===== src/rtl/gs_pkg.sv =====
// Shared definitions for the Goldschmidt divider sequencer.
// Holds the datapath width, the FSM state encoding and the multiplier
// operand-A select encodings.
package gs_pkg;

  // Width of the mantissa datapath the sequencer drives (multiplier, N/D/K).
  localparam int GS_WIDTH = 19;

  // Sequencer states. ROUND is only reachable when GS_ROUND_EN is defined.
  typedef enum logic [2:0] {
    IDLE  = 3'd0,
    INIT  = 3'd1,
    RUN   = 3'd2,
    ROUND = 3'd3,
    DONE  = 3'd4
  } gs_state_e;

  // Multiplier operand A select; operand B is always the K register.
  localparam logic GS_SEL_N = 1'b0;
  localparam logic GS_SEL_D = 1'b1;

endpackage


===== src/rtl/gs_div_seq_if.sv =====
// Handshake and datapath-control bundle between the FP divide unit /
// Goldschmidt datapath (master) and the sequencer (slave).
interface gs_div_seq_if #(
  parameter int ITERS = 3
);
  localparam int IW = $clog2(ITERS + 1);

  logic          start;
  logic          flush;
  logic          ready;
  logic          done;
  logic          ld_init;
  logic          mul_start;
  logic          mul_a_sel;
  logic          d_we;
  logic          n_we;
  logic          k_we;
  logic          rnd_we;
  logic [IW-1:0] iter;

  modport master (
    output start, flush,
    input  ready, done, ld_init, mul_start, mul_a_sel,
           d_we, n_we, k_we, rnd_we, iter
  );

  modport slave (
    input  start, flush,
    output ready, done, ld_init, mul_start, mul_a_sel,
           d_we, n_we, k_we, rnd_we, iter
  );

endinterface


===== src/rtl/gs_phase_cnt.sv =====
// Per-iteration phase counter: counts 0..MUL_LAT+1 while enabled, wraps to 0
// after the terminal phase, and clears synchronously on clr_i.
module gs_phase_cnt #(
  parameter int MUL_LAT = 2,
  parameter int PW      = $clog2(MUL_LAT + 2)
) (
  input  logic          clk,
  input  logic          rst_n,
  input  logic          clr_i,
  input  logic          en_i,
  output logic [PW-1:0] ph_o,
  output logic          term_o
);

  localparam logic [PW-1:0] PH_LAST = PW'(MUL_LAT + 1);

  logic [PW-1:0] ph_q, ph_d;

  // Next phase: clear wins, otherwise advance and wrap at the terminal phase.
  always_comb begin
    ph_d = ph_q;
    if (clr_i)
      ph_d = '0;
    else if (en_i)
      ph_d = (ph_q == PH_LAST) ? '0 : ph_q + 1'b1;
  end

  // Phase register.
  always_ff @(posedge clk or negedge rst_n) begin
    if (!rst_n) ph_q <= '0;
    else        ph_q <= ph_d;
  end

  assign ph_o   = ph_q;
  assign term_o = (ph_q == PH_LAST);

endmodule


===== src/rtl/gs_div_seq.sv =====
// Goldschmidt divider sequencer. Time-shares one pipelined multiplier between
// the D*K and N*K updates, schedules the N/D/K register write enables and
// provides the start/ready/done handshake. Control state only.
// Optional feature macro: GS_ROUND_EN inserts a one-cycle ROUND state that
// pulses rnd_we before done.
module gs_div_seq
  import gs_pkg::*;
#(
  parameter int ITERS   = 3,
  parameter int MUL_LAT = 2
) (
  input  logic         clk,
  input  logic         rst_n,
  gs_div_seq_if.slave  bus
);

  localparam int IW = $clog2(ITERS + 1);
  localparam int PW = $clog2(MUL_LAT + 2);

  localparam logic [IW-1:0] IT_LAST = IW'(ITERS - 1);
  localparam logic [PW-1:0] PH_ISS0 = PW'(0);
  localparam logic [PW-1:0] PH_ISS1 = PW'(1);
  localparam logic [PW-1:0] PH_DWE  = PW'(MUL_LAT);

  gs_state_e     state_q, state_d;
  logic [IW-1:0] iter_q, iter_d;
  logic [PW-1:0] ph;
  logic          ph_term;
  logic          last_it;
  logic          run_act;

  assign last_it = (iter_q == IT_LAST);

  // Phase only advances in RUN; any other state or an abort parks it at 0 so
  // each operation (and each restart after flush) begins at phase 0.
  gs_phase_cnt #(
    .MUL_LAT (MUL_LAT),
    .PW      (PW)
  ) u_ph (
    .clk    (clk),
    .rst_n  (rst_n),
    .clr_i  ((state_q != RUN) | bus.flush),
    .en_i   (state_q == RUN),
    .ph_o   (ph),
    .term_o (ph_term)
  );

  // Next-state and iteration bookkeeping; flush aborts from anywhere.
  always_comb begin
    state_d = state_q;
    iter_d  = iter_q;
    if (bus.flush) begin
      state_d = IDLE;
      iter_d  = '0;
    end else begin
      case (state_q)
        IDLE: begin
          if (bus.start) state_d = INIT;
        end
        INIT: begin
          state_d = RUN;
          iter_d  = '0;
        end
        RUN: begin
          if (ph_term) begin
            if (last_it) begin
`ifdef GS_ROUND_EN
              state_d = ROUND;
`else
              state_d = DONE;
`endif
            end else begin
              iter_d = iter_q + 1'b1;
            end
          end
        end
        ROUND: begin
          state_d = DONE;
        end
        DONE: begin
          state_d = IDLE;
          iter_d  = '0;
        end
        default: begin
          state_d = IDLE;
          iter_d  = '0;
        end
      endcase
    end
  end

  // FSM state and iteration registers; reset lands directly in IDLE.
  always_ff @(posedge clk or negedge rst_n) begin
    if (!rst_n) begin
      state_q <= IDLE;
      iter_q  <= '0;
    end else begin
      state_q <= state_d;
      iter_q  <= iter_d;
    end
  end

  // Strobes decode registered state/phase only; flush is the sole
  // combinational input and only ever masks them off.
  assign run_act = (state_q == RUN) & ~bus.flush;

  assign bus.ready     = (state_q == IDLE);
  assign bus.ld_init   = (state_q == INIT) & ~bus.flush;
  assign bus.mul_start = run_act & ((ph == PH_ISS0) | (ph == PH_ISS1));
  // D*K is issued first so the new D is written one phase before the new N.
  assign bus.mul_a_sel = (run_act & (ph == PH_ISS0)) ? GS_SEL_D : GS_SEL_N;
  assign bus.d_we      = run_act & (ph == PH_DWE);
  assign bus.n_we      = run_act & ph_term;
  // The final iteration's K is never consumed, so it is not written.
  assign bus.k_we      = run_act & ph_term & ~last_it;
  assign bus.done      = (state_q == DONE) & ~bus.flush;
  assign bus.iter      = iter_q;

`ifdef GS_ROUND_EN
  assign bus.rnd_we    = (state_q == ROUND) & ~bus.flush;
`else
  assign bus.rnd_we    = 1'b0;
`endif

endmodule


===== src/flat_wrapper.sv =====
// flat-port wrapper written by rule: the top's interface ports become plain ports
module gs_div_seq_flat import gs_pkg::*;
#(
  parameter int ITERS   = 3,
  parameter int MUL_LAT = 2
)
  (clk, rst_n, bus_start, bus_flush, bus_ready, bus_done, bus_ld_init, bus_mul_start, bus_mul_a_sel, bus_d_we, bus_n_we, bus_k_we, bus_rnd_we, bus_iter);
  gs_div_seq_if #(.ITERS(ITERS)) bus_i ();
  input  logic clk;
  input  logic rst_n;
  input wire logic [$bits(bus_i.start)-1:0] bus_start;
  input wire logic [$bits(bus_i.flush)-1:0] bus_flush;
  output wire logic [$bits(bus_i.ready)-1:0] bus_ready;
  output wire logic [$bits(bus_i.done)-1:0] bus_done;
  output wire logic [$bits(bus_i.ld_init)-1:0] bus_ld_init;
  output wire logic [$bits(bus_i.mul_start)-1:0] bus_mul_start;
  output wire logic [$bits(bus_i.mul_a_sel)-1:0] bus_mul_a_sel;
  output wire logic [$bits(bus_i.d_we)-1:0] bus_d_we;
  output wire logic [$bits(bus_i.n_we)-1:0] bus_n_we;
  output wire logic [$bits(bus_i.k_we)-1:0] bus_k_we;
  output wire logic [$bits(bus_i.rnd_we)-1:0] bus_rnd_we;
  output wire logic [$bits(bus_i.iter)-1:0] bus_iter;
  assign bus_i.start = bus_start;
  assign bus_i.flush = bus_flush;
  assign bus_ready = bus_i.ready;
  assign bus_done = bus_i.done;
  assign bus_ld_init = bus_i.ld_init;
  assign bus_mul_start = bus_i.mul_start;
  assign bus_mul_a_sel = bus_i.mul_a_sel;
  assign bus_d_we = bus_i.d_we;
  assign bus_n_we = bus_i.n_we;
  assign bus_k_we = bus_i.k_we;
  assign bus_rnd_we = bus_i.rnd_we;
  assign bus_iter = bus_i.iter;
  gs_div_seq #(.ITERS(ITERS), .MUL_LAT(MUL_LAT)) u_core (.clk(clk), .rst_n(rst_n), .bus(bus_i));
endmodule

===== config.mk =====
export PLATFORM = sky130hd
export DESIGN_NAME = gs_div_seq_flat
export DESIGN_NICKNAME = d
export VERILOG_FILES = /design/src/rtl/gs_pkg.sv /design/src/rtl/gs_div_seq_if.sv /design/src/rtl/gs_phase_cnt.sv /design/src/rtl/gs_div_seq.sv /design/src/flat_wrapper.sv
export SDC_FILE = /design/constraint.sdc
export NUM_CORES = 1
export LEC_CHECK = 0
export BUFFER_PORTS_ARGS = -buffer_cell sky130_fd_sc_hd__clkbuf_2
export CAP_MARGIN = 20
export CORE_AREA = 2 2 40 42
export DETAILED_ROUTE_END_ITERATION = 7
export DIE_AREA = 0 0 42 44
export PLACE_DENSITY_LB_ADDON = 0.05
export SYNTH_ARGS = -nofsm -noshare
export SYNTH_HDL_FRONTEND = slang
export SYNTH_HIERARCHICAL = 1
export SYNTH_SLANG_ARGS = --single-unit

===== constraint.sdc =====
create_clock -name clk -period 1.2 [get_ports clk]
set_input_delay 0 -clock clk [delete_from_list [all_inputs] [get_ports clk]]
set_output_delay 0 -clock clk [all_outputs]
set_load 0.05 [all_outputs]

**Yosys cells after proc, flatten, opt, wreduce, memory -nomap -nowiden**

Index checks and enable logic that the tools add are counted.

- $mul: 0
- Shifts and indexed selects: 0
- Div/mod/pow operators: 0
- Bitwise operators: 12
- $lt $le $gt $ge: 0
- Reduce and logical (&&, ||, !) cells: 6
- Equal/unequal tests: 14
- Multiplexer cells: 13
- Add/sub/neg operators: 2

Operators with widths:

| kind | number |
|---|---|
| 2-bit two-way mux | 6 |
| 3-bit two-way mux | 4 |
| 3-bit one-hot mux with 4 select lines | 1 |
| 3-bit by 2-bit != test with 1-bit output (second input constant) | 3 |
| 1-bit AND | 8 |
| 2-bit == test (second input constant) | 3 |
| 3-bit by 2-bit == test with 1-bit output (second input constant) | 2 |
| 3-bit != test (second input constant) | 2 |
| 3-bit AND reduction | 2 |
| 2-bit by 1-bit adder with 2-bit output (second input constant) | 2 |
| 2-bit one-hot mux with 2 select lines | 1 |
| 3-bit by 1-bit == test with 1-bit output (second input constant) | 1 |
| 3-bit == test (second input constant) | 1 |
| 3-bit logical NOT | 1 |
| 2-bit by 1-bit == test with 1-bit output (second input constant) | 1 |
| 2-bit logical NOT | 1 |
| 2-bit by 1-bit != test with 1-bit output (second input constant) | 1 |
| 1-bit NOT | 2 |
| 1-bit OR | 2 |
| 2-bit nonzero test | 1 |
| 2-bit OR reduction | 1 |
| 1-bit two-way mux | 1 |

- Flip-flop bits (word level): 7
- Bits in read-only memories: 0
- Bits in latches: 0
- Word-level logic and storage cells: 50
- Memories kept: 0
- RAM bits: 0
- Input bits: 4
- Output and inout port bits: 11

**Depth between registers and ports, before layout**

Gate-level depths: netlist (run 1).

- Depth after elaboration: 5
- Gate-level depth with buffers: 5
- Depth with buffers taken out: 5

**Modules after synthesis**

Netlist (run 1), hierarchy kept.

Modules (own cells, without submodules):

| module | sequential area each (sq um) | times used | area an instance (sq um) | cells an instance |
|---|---|---|---|---|
| gs_div_seq | 125.1 | 1 | 367.9 | 41 |
| gs_phase_cnt | 50.0 | 1 | 100.1 | 8 |

**Worst setup path before layout (run 1)**

OpenSTA, ideal clock, no wires.

- Path type: reg2out
- Start point: register u_core.state_q[0]
- End point: output port bus_done
- Data required time: 1200 ps
- Path slack: -952 ps
- Arrival: 2152 ps
- Cell stages (with the launch flop): 3
- Buffers on the path: 1
- Cell sequence: dfrtp_1 -> buf_6 -> nor4b_1

- Cells in the longest elaborated chain, start to end: 2

RTL lines:

| element | RTL line | text |
|---|---|---|
| start: declaration | gs_div_seq.sv:25 | `gs_state_e state_q, state_d;` |
| start signal: assignment | gs_div_seq.sv:98 | `state_q <= state_d;` |
| 3-bit == test | gs_div_seq.sv:116 | `assign bus.done = (state_q == DONE) & ~bus.flush;` |
| 1-bit AND | gs_div_seq.sv:116 |  |
| end: declaration | flat_wrapper.sv:14 | `output wire logic [$bits(bus_i.done)-1:0] bus_done;` |

No other way between the ends.

**Worst setup path after layout (run 1)**

- Start point: register u_core.state_q[2]
- End point: output port bus_n_we

- Cells in the longest elaborated chain, start to end: 3

RTL lines:

| element | RTL line | text |
|---|---|---|
| 3-bit by 2-bit == test with 1-bit output | gs_div_seq.sv:105 | `assign run_act = (state_q == RUN) & ~bus.flush;` |
| 1-bit AND | gs_div_seq.sv:105 |  |
| 1-bit AND | gs_div_seq.sv:113 | `assign bus.n_we = run_act & ph_term;` |
| end: declaration | flat_wrapper.sv:19 | `output wire logic [$bits(bus_i.n_we)-1:0] bus_n_we;` |

No other way between the ends.

==> results of run 1 <==
-- worst paths after layout --
kind | start | to | slack [ps] | cells after the start
min in group clk | bus_flush | u_core/state_q[1]$_DFFE_PN0P_ | 230 | 4
setup reg to reg | u_core/state_q[0]$_DFFE_PN0P_ | u_core/u_ph/ph_o[0]$_DFFE_PN0P_ | -120 | 5
hold / removal | rst_n | u_core/state_q[0]$_DFFE_PN0P_ | 130 | 2
max in group asynchronous | rst_n | u_core/u_ph/ph_o[1]$_DFFE_PN0P_ | 880 | 2
setup / recovery | u_core/state_q[2]$_DFFE_PN0P_ | bus_n_we | -140 | 5
hold reg to reg | u_core/bus.iter[0]$_DFFE_PN0P_ | u_core/bus.iter[0]$_DFFE_PN0P_ | 670 | 2
-- per-stage QoR --
| step | worst slack (ps) | power (mW) | hold slack, ps | TNS [ps] | cell area, sq um |
|---|---|---|---|---|---|
| CTS | -185 | 0.632 | 125 | -848 | 855 |
| floorplan | -252 | 0.346 | -296 | -493 | 549 |
| global route | -219 | 0.688 | 148 | -1660 | 938 |
| detailed placement | -38.7 | 0.381 | -146 | -55.1 | 691 |
| finish | -141 | 0.649 | 127 | -906 | 938 |
| global placement | -27.6 | 0.380 | -146 | -46.7 | 691 |
-- logic make-up (layout without fill, tap and decap cells) --
| family | after synthesis | count (layout) | share of synthesized area, % |
|---|---|---|---|
| AOI/OAI and AO/OA | 9 | 9 | 13.9 |
| adders and majority gates | 2 | 2 | 5.35 |
| buffers and inverters | 5 | 36 | 6.42 |
| DFF | 7 | 7 | 37.4 |
| muxes | 1 | 1 | 2.14 |
| other | 1 | 1 | 0.801 |
| and+or+nand+nor | 24 | 24 | 34.0 |
-- cell type report --
| cell class | count | area share [%] |
|---|---|---|
| multi-input combinational | 37 | 44.1 |
| timing repair buffer | 29 | 30.3 |
| sequential | 7 | 19.3 |
| clock buffer | 3 | 2.40 |
| tap | 16 | 2.13 |
| inverter | 3 | 1.20 |
| clock inverter | 1 | 0.533 |
-- where the power goes --
part	internal [mW]	total, mW	switching [mW]	leakage (nW)
sequential	0.242	0.247	0.00493	0.0882
combinational	0.0870	0.192	0.105	0.273
clock	0.122	0.211	0.0891	0.0177
total	0.450	0.649	0.199	0.379
-- placed cells by master (no fill, tap or decap) --
cell type,instances
a21oi_1,2
buf_12,1
nor2b_2,1
nand2b_4,3
o21ai_1,1
dlygate4sd3_1,2
buf_4,12
nor2b_1,1
nand2b_1,1
nor2_1,1
a21oi_2,1
dfrtp_2,5
clkbuf_2,5
dfrtp_1,2
o31ai_2,1
nor3b_4,1
conb_1,1
nand2_1,2
nor2_4,6
nor4b_4,1
and3_1,1
a31oi_4,1
inv_1,1
clkinv_2,1
mux2i_4,1
or2_0,1
o21a_1,1
and2_1,2
buf_6,1
buf_8,6
or3b_4,1
a32o_1,2
inv_2,2
ha_4,2
nor3_4,2
clkbuf_8,2
clkbuf_4,3
-- layer usage --
| metal | up-vias | routed length [microns] | share of wire (%) | global-route usage [%] |
|---|---|---|---|---|
| met3 | 0 | 53 | 4.2 | 6.25 |
| met5 | - | 0 | 0 | 0 |
| li1 | 229 | - | - | - |
| met1 | 221 | 532 | 43 | 18.3 |
| met4 | 0 | 0 | 0 | 3.87 |
| met2 | 13 | 665 | 53 | 25.3 |
-- state kept, by name, summed over array words and instances, names as in the netlist --
| signal | count |
|---|---|
| u_core/state_q | 3 |
| u_core/u_ph/ph_o | 2 |
| u_core/bus.iter | 2 |
-- what timing repair did --
action | 4_1_cts | 5_1_grt
buffers inserted | 3 | 2
pin swaps | 3 | 5
hold buffers | 2 | 0
hold endpoints to repair | 8 | 0
endpoints found under the setup margin | 9 | 12
cloned | 0 | 0
gates resized for setup | 22 | 17
==> impl_metrics.env, run 1 <==
export IMPL_io_pins=15
export IMPL_clk_pin_slew_ps=60
export IMPL_max_freq_ghz=0.746
export IMPL_die_y_microns=44
export IMPL_mappedNetlistNets=55
export IMPL_grt_pass1_vias=463
export IMPL_grt_max_degree=11
export IMPL_overflow=0
export IMPL_postSynthCellCount=49
export IMPL_rsz0062_at_grt="yes"
export IMPL_fin_util_pct=66.1
export IMPL_regArea_sq_um=181
export IMPL_drive_gt1_share_pct=73.8
export IMPL_crit_slowest_cell="dfrtp_2"
export IMPL_violations="setup timing"
export IMPL_drc=0
export IMPL_clk_latency_ps=250
export IMPL_initial_core_util_pct=33.0
export IMPL_cellPowerDensity_nw_per_um2=692
export IMPL_p_leak_nw=0.379
export IMPL_row_count=14
export IMPL_place_inst=86
export IMPL_hold_violations=0
export IMPL_min_period_ps=1340
export IMPL_crit_required_ps=1200
export IMPL_hold_class="in2async"
export IMPL_multi_input_area_sq_um=414
export IMPL_synth_top_cells_by_area="dfrtp_1 (37%), ha_1 (5.3%), nor2_1 (4.8%)"
export IMPL_status="finished, violations left"
export IMPL_root_buffer="clkbuf_4"
export IMPL_numPortBuffers=13
export IMPL_ys_seq_area_share_pct=37.4
export IMPL_cp_max_fo=4
export IMPL_finalWirelength_microns=1250
export IMPL_ant_nets=0
export IMPL_drtIter0Drc=6
export IMPL_synth_largest_area_cell="dfrtp_1"
export IMPL_grt_pass1_wl_microns=2060
export IMPL_yosysWarnings=6
export IMPL_nNetsFinal=87
export IMPL_vias_per_cell=4.82
export IMPL_critPathArrivalTime_ps=1340
export IMPL_cts_buffers_inserted=3
export IMPL_synth_edf_count=0
export IMPL_synth_distinct_cells=29
export IMPL_dieArea_sq_um=1850
export IMPL_drv_cap=0
export IMPL_layout_setup_ws_ps=-141
export IMPL_h_tree_depth=1
export IMPL_cts_path_max_buffers=2
export IMPL_area_growth_pct=101
export IMPL_n_antenna_cell=0
export IMPL_fillers=121
export IMPL_crit_buf_inv=2
export IMPL_path_delay_family="flip-flops"
export IMPL_setup_viol_count_final=9
export IMPL_numClockSinks=7
export IMPL_synth_area_sq_um=468
export IMPL_async_reset_ff_share_pct=100
export IMPL_yosys_top_cells_count="dfrtp_1 (7), nor2_1 (6), inv_1 (3)"
export IMPL_antenna_found_initial=0
export IMPL_vias=463
export IMPL_final_cell_count_no_fill=96
export IMPL_criticalPathCategory="reg2out"
export IMPL_skew_ps=6.13
export IMPL_detail_route_wl_per_cell_microns=13.0
export IMPL_path_cells="nor2_4 > nand2b_4 > buf_12 > nor2_4 > buf_8"
export IMPL_ys_seq_elements=7
export IMPL_core_area_sq_um=1420
export IMPL_dr_pass1_iters=4
export IMPL_ys_flop_type="dfrtp_1"
export IMPL_fin_crit_sh_pct=112
export IMPL_cts_tree="yes"
export IMPL_cp_end_kind="output pin"
export IMPL_die_w_microns=42
export IMPL_cp_common_cell="nor2_4"
export IMPL_routabilityCongestion=0.741
export IMPL_final_max_slew_viol_count=0
export IMPL_hpwl_microns=864
export IMPL_synth_top_area_share_pct=37.4
export IMPL_yosysMostFrequentCell="dfrtp_1"
export IMPL_syn_avg_cell_area_sq_um=9.55
export IMPL_cpPeakStageDelay_ps=460
export IMPL_crit_path_start_kind="register"
export IMPL_ir_worst_vdd_mv=0.406
export IMPL_grt_usage_pct=15.2
Note: power is estimated with default switching activity, not from simulation.
==> inputs of run 2 (changes only) <==
- clock period: 1.2 -> 1.34 ns (I/O delays scaled with it)
==> impl_metrics.env, run 2 (synthesized netlist as in run 1, its figures left out) <==
export IMPL_core_area_sq_um=1420
export IMPL_crit_path_start_kind="register"
export IMPL_cellPowerDensity_nw_per_um2=705
export IMPL_rsz0062_at_grt="yes"
export IMPL_nNetsFinal=81
export IMPL_setup_viol_count_final=0
export IMPL_cts_buffers_inserted=3
export IMPL_root_buffer="clkbuf_4"
export IMPL_drv_cap=0
export IMPL_final_max_slew_viol_count=0
export IMPL_cp_depth=4
export IMPL_hpwl_microns=800
export IMPL_die_w_microns=42
export IMPL_max_flop_register="u_core/state_q"
export IMPL_row_count=14
export IMPL_criticalPathCategory="reg2out"
export IMPL_max_freq_ghz=0.753
export IMPL_fin_tns_setup_ps=0
export IMPL_ff2ff_path_depth=5
export IMPL_fin_util_pct=54.1
export IMPL_critPathArrivalTime_ps=1330
export IMPL_clk_pin_slew_ps=50
export IMPL_hold_slack_ps=119
export IMPL_area_growth_pct=64.2
export IMPL_switching_share_pct=28.7
export IMPL_cp_common_cell="nand2b_4"
export IMPL_p_sw_mw=0.156
export IMPL_hold_class="in2async"
export IMPL_dr_pass1_iters=2
export IMPL_h_tree_depth=1
export IMPL_status="finished clean"
export IMPL_ant_nets=0
export IMPL_n_antenna_cell=0
export IMPL_p_leak_nw=0.327
export IMPL_cp_max_fo=7
export IMPL_pwr_share_clk_pct=34.2
export IMPL_ir_worst_vdd_mv=0.698
export IMPL_grt_pass1_wl_microns=1700
export IMPL_clk_latency_ps=250
export IMPL_path_delay_family="simple AND/OR/NAND/NOR gates"
export IMPL_numPortBuffers=13
export IMPL_vias=429
export IMPL_hold_violations=0
export IMPL_io_pins=15
export IMPL_crit_required_ps=1340
export IMPL_path_cells="nand2b_4 > nand2b_4 > nor3b_4 > buf_8"
export IMPL_fillers=138
export IMPL_place_ws_ps=80.6
export IMPL_dieArea_sq_um=1850
export IMPL_place_inst=82
export IMPL_numClockSinks=7
export IMPL_vias_per_cell=4.77
export IMPL_initial_core_util_pct=33.0
export IMPL_mostFrequentLayoutCells="buf_4 (9), clkbuf_2 (6), clkbuf_4 (5)"
export IMPL_crit_slowest_cell="dfrtp_1"
export IMPL_seq_power_share_pct=40.8
export IMPL_drive_gt1_share_pct=60.8
export IMPL_cpPeakStageDelay_ps=370
export IMPL_drc=0
export IMPL_layout_setup_ws_ps=12.4
export IMPL_skew_ps=5.88
export IMPL_final_cell_count_no_fill=90
export IMPL_die_y_microns=44
export IMPL_overflow=0
export IMPL_min_period_ps=1330
export IMPL_intPower_mw=0.386
export IMPL_fin_crit_sh_pct=99.1
export IMPL_antenna_found_initial=0
export IMPL_finalWirelength_microns=1000
export IMPL_routabilityCongestion=0.731
export IMPL_grt_pass1_vias=404
export IMPL_crit_buf_inv=1
export IMPL_pwr_share_comb_pct=25.0
export IMPL_grt_max_degree=11
export IMPL_post_dp_cell_area_sq_um=622
export IMPL_cts_tree="yes"
export IMPL_grt_usage_pct=12.6
export IMPL_drtIter0Drc=3
export IMPL_fin_area_sq_um=768
export IMPL_largest_reg_flops=3
export IMPL_layout_commonest_cell="buf_4"
export IMPL_cts_path_max_buffers=2
export IMPL_power_mw=0.542
export IMPL_detail_route_wl_per_cell_microns=11.1
export IMPL_cp_end_kind="output pin"
run 2: cell count changes in the layout (fill, tap and decap cells not counted), sizes merged:
| cell | change |
|---|---|
| clkinv | -1 |
| clkbuf | +2 |
| buf | -7 |
run 2: layout make-up:
cell class	instances	area [sq um]	share of cell area, %
multi-input combinational	37	343	44.6
sequential	7	179	23.3
timing repair buffer	23	189	24.6
inverter	3	11.3	1.47
clock buffer	4	26.3	3.42
tap	16	20.0	2.61
run 2: metal layers:
metal	wire length [microns]	global-route usage (%)	vias to the layer above	part of all wire, %
met5	0	0	-	0
met4	0	1.94	0	0
met3	51	6.25	0	5.1
met2	520	22.5	10	52
met1	429	13.9	200	43
li1	-	-	219	-
run 2: final timing paths:
path | end | slack (ps) | from
min in group clk | u_core/u_ph/ph_o[1]$_DFFE_PN0P_ | 180 | bus_flush
worst min-delay path | u_core/u_ph/ph_o[0]$_DFFE_PN0P_ | 120 | rst_n
worst min register to register | u_core/bus.iter[0]$_DFFE_PN0P_ | 580 | u_core/bus.iter[0]$_DFFE_PN0P_
max in group asynchronous | u_core/bus.iter[0]$_DFFE_PN0P_ | 1030 | rst_n
worst max register to register | u_core/u_ph/ph_o[0]$_DFFE_PN0P_ | 70 | u_core/state_q[0]$_DFFE_PN0P_
worst max-delay path | bus_d_we | 10 | u_core/state_q[0]$_DFFE_PN0P_
run 2: worst reg2reg max path, cell delays in order (launching register included):
cell and delay (ps):
dfrtp_1 370, nand2b_4 140, buf_4 140, nor2_4 70, or3b_4 370, a21oi_2 110
run 2: what timing repair did:
| action | 4_1_cts | 5_1_grt |
|---|---|---|
| pin swaps | 1 | 1 |
| gates resized for setup | 10 | 17 |
| setup endpoints to repair | 7 | 8 |
| buffers inserted | 2 | 0 |
| endpoints found under the hold margin | 8 | 0 |
| hold buffers | 2 | 0 |
| gates cloned | 0 | 0 |
run 2: power by group through the flow:
stage               Sequential [mW]  Combinational, mW  Clock (mW)
floorplan                     0.226             0.0821           0
global placement              0.223              0.116           0
detailed placement            0.223              0.115           0
CTS                           0.221              0.129       0.196
global route                  0.221              0.145       0.211
finish                        0.221              0.135       0.185
==> inputs of run 3 (changes only) <==
- ABC_AREA: not set -> 1
- CORE_AREA: 2 2 40 42 -> 2 2 41 43
- DIE_AREA: 0 0 42 44 -> 0 0 43 45
==> impl_metrics.env, run 3 <==
export IMPL_status="finished clean"
export IMPL_h_tree_depth=1
export IMPL_clk_pin_slew_ps=60
export IMPL_crit_slowest_cell="dfrtp_2"
export IMPL_synth_distinct_cells=15
export IMPL_crit_buf_inv=1
export IMPL_cts_buffers_inserted=3
export IMPL_cp_end_kind="output pin"
export IMPL_p_sw_mw=0.751
export IMPL_syn_avg_cell_area_sq_um=6.88
export IMPL_grt_usage_pct=15.4
export IMPL_drtIter0Drc=10
export IMPL_synth_top_area_share_pct=36.4
export IMPL_numPortBuffers=13
export IMPL_nNetsFinal=105
export IMPL_fin_crit_sh_pct=99.5
export IMPL_crit_end="bus_d_we"
export IMPL_fillers=157
export IMPL_max_freq_ghz=0.750
export IMPL_final_max_slew_viol_count=0
export IMPL_cts_tree="yes"
export IMPL_drive_gt1_share_pct=46.9
export IMPL_crit_path_start_kind="register"
export IMPL_drc=0
export IMPL_pwr_share_clk_pct=13.5
export IMPL_path_delay_family="simple AND/OR/NAND/NOR gates"
export IMPL_synth_largest_area_cell="dfrtp_1"
export IMPL_finalWirelength_microns=1310
export IMPL_synth_top_cells_by_area="dfrtp_1 (36%), nand3_1 (14%), nand2_1 (13%)"
export IMPL_ff2ff_path_depth=6
export IMPL_numClockSinks=7
export IMPL_cp_max_fo=5
export IMPL_largest_reg_flops=3
export IMPL_seq_power_share_pct=20.3
export IMPL_overflow=0
export IMPL_grt_pass1_vias=500
export IMPL_cpPeakStageDelay_ps=440
export IMPL_criticalPathCategory="reg2out"
export IMPL_ys_flop_type="dfrtp_1"
export IMPL_die_w_microns=43
export IMPL_rsz0062_at_grt="yes"
export IMPL_drv_cap=0
export IMPL_mostFrequentLayoutCells="nand2_1 (17), buf_4 (13), nand3_1 (11)"
export IMPL_cellPowerDensity_nw_per_um2=1890
export IMPL_grt_pass1_wl_microns=2080
export IMPL_clk_latency_ps=250
export IMPL_area_growth_pct=62.9
export IMPL_initial_core_util_pct=32.7
export IMPL_antenna_found_initial=0
export IMPL_place_ws_ps=71.2
export IMPL_yosys_top_cells_count="nand2_1 (17), nand3_1 (13), nor2_1 (11), inv_1 (9), dfrtp_1 (7)"
export IMPL_yosysWarnings=6
export IMPL_r2r_slack_ps=70
export IMPL_ir_worst_vdd_mv=0.730
export IMPL_ant_nets=0
export IMPL_ys_seq_area_share_pct=36.4
export IMPL_hpwl_microns=866
export IMPL_r2r_end="u_core/bus.iter[0]$_DFFE_PN0P_"
export IMPL_grt_max_degree=9
export IMPL_crit_start="u_core/state_q[2]$_DFFE_PN0P_"
export IMPL_intPower_mw=0.732
export IMPL_p_leak_nw=0.424
export IMPL_cp_depth=4
export IMPL_skew_ps=1.94
export IMPL_io_pins=15
export IMPL_detail_route_wl_per_cell_microns=11.5
export IMPL_async_reset_ff_share_pct=100
export IMPL_vias=537
export IMPL_path_cells="nor2_4 > nand2_4 > nor3b_4 > buf_8"
export IMPL_postSynthCellCount=70
export IMPL_n_antenna_cell=0
export IMPL_routabilityCongestion=0.751
export IMPL_cts_path_max_buffers=2
export IMPL_dr_pass1_iters=4
export IMPL_max_flop_register="u_core/state_q"
export IMPL_dieArea_sq_um=1940
export IMPL_fin_util_pct=53.3
export IMPL_row_count=14
export IMPL_pwr_share_comb_pct=66.2
export IMPL_yosysMostFrequentCell="nand2_1"
export IMPL_layout_commonest_cell="nand2_1"
export IMPL_hold_violations=0
export IMPL_layout_setup_ws_ps=6.90
export IMPL_setup_viol_count_final=0
export IMPL_hold_class="in2async"
export IMPL_vias_per_cell=4.71
export IMPL_synth_edf_count=0
export IMPL_min_period_ps=1330
export IMPL_r2r_start="u_core/state_q[2]$_DFFE_PN0P_"
export IMPL_ys_seq_elements=7
export IMPL_critPathArrivalTime_ps=1330
export IMPL_core_area_sq_um=1470
export IMPL_crit_required_ps=1340
export IMPL_switching_share_pct=50.6
export IMPL_mappedNetlistNets=76
export IMPL_die_y_microns=45
export IMPL_root_buffer="clkbuf_4"
export IMPL_synth_area_sq_um=482
run 3: changes by cell type in the layout (fill, tap and decap cells not counted), sizes merged, moves of 2 or more:
cell / before / now
nor2b: 2 / 0
and2: 2 / 0
a21oi: 3 / 0
nand2b: 4 / 0
nand3: 0 / 13
inv: 3 / 11
nand2: 2 / 18
buf: 13 / 16
a32o: 2 / 0
nor2: 7 / 14
run 3: worst min-delay path by stage:
| stage | startpoint | end | slack (ps) | cells after the start |
|---|---|---|---|---|
| 2_1_floorplan | rst_n | u_core/bus.iter[0]$_DFFE_PN0P_ | -300 | 0 |
| 4_1_cts | rst_n | u_core/u_ph/ph_o[1]$_DFFE_PN0P_ | 120 | 2 |
| 3_3_place_gp | rst_n | u_core/u_ph/ph_o[0]$_DFFE_PN0P_ | -150 | 1 |
| 6_report | rst_n | u_core/state_q[1]$_DFFE_PN0P_ | 120 | 2 |
| 3_5_place_dp | rst_n | u_core/state_q[1]$_DFFE_PN0P_ | -140 | 1 |
| 5_1_grt | rst_n | u_core/u_ph/ph_o[1]$_DFFE_PN0P_ | 150 | 2 |
run 3: power groups by stage:
stage,clock network (mW),logic [mW],registers [mW]
finish,0.200,0.982,0.301
CTS,0.208,0.875,0.302
floorplan,0,0.514,0.362
detailed placement,0,0.717,0.322
global placement,0,0.716,0.320
global route,0.221,1.07,0.310
run 3: kinds of logic after synthesis:
kind of cell	count (synthesis)	synth area share, %
simple gates	48	47.5
buf+inv	12	10.1
flops	7	36.4
fa+ha+maj	2	5.19
other cells	1	0.778
run 3: stage by stage:
step	hold WS [ps]	setup TNS, ps	instance area (sq um)	power [mW]	std cells
floorplan	-296	-74.0	513	0.877	70
global placement	-145	0	613	1.04	101
detailed placement	-143	0	613	1.04	101
CTS	118	-33.3	736	1.39	110
global route	145	-159	785	1.60	114
finish	123	0	785	1.48	114
run 3: layer usage:
metal / GRT usage (%) / part of all wire, %
met1: 15.7 / 39
met2: 27.9 / 56
met3: 2.40 / 4.2
met4: 12.7 / 0.91
met5: 0 / 0
run 3: area by class of cell:
type | instances | area (sq um) | area share, %
well taps | 16 | 20.0 | 2.55
flip-flops and latches | 7 | 178 | 22.6
multi-input cells | 51 | 313 | 39.9
inverters | 11 | 41.3 | 5.26
clock buffers | 4 | 26.3 | 3.35
repair buffers | 25 | 206 | 26.3
run 3: what timing repair did:
| action | in CTS | in global routing |
|---|---|---|
| pin swaps | 1 | 4 |
| endpoints found under the hold margin | 7 | 0 |
| resized for setup | 15 | 10 |
| setup endpoints to repair | 8 | 8 |
| hold buffers | 1 | 0 |
| buffers inserted | 4 | 4 |
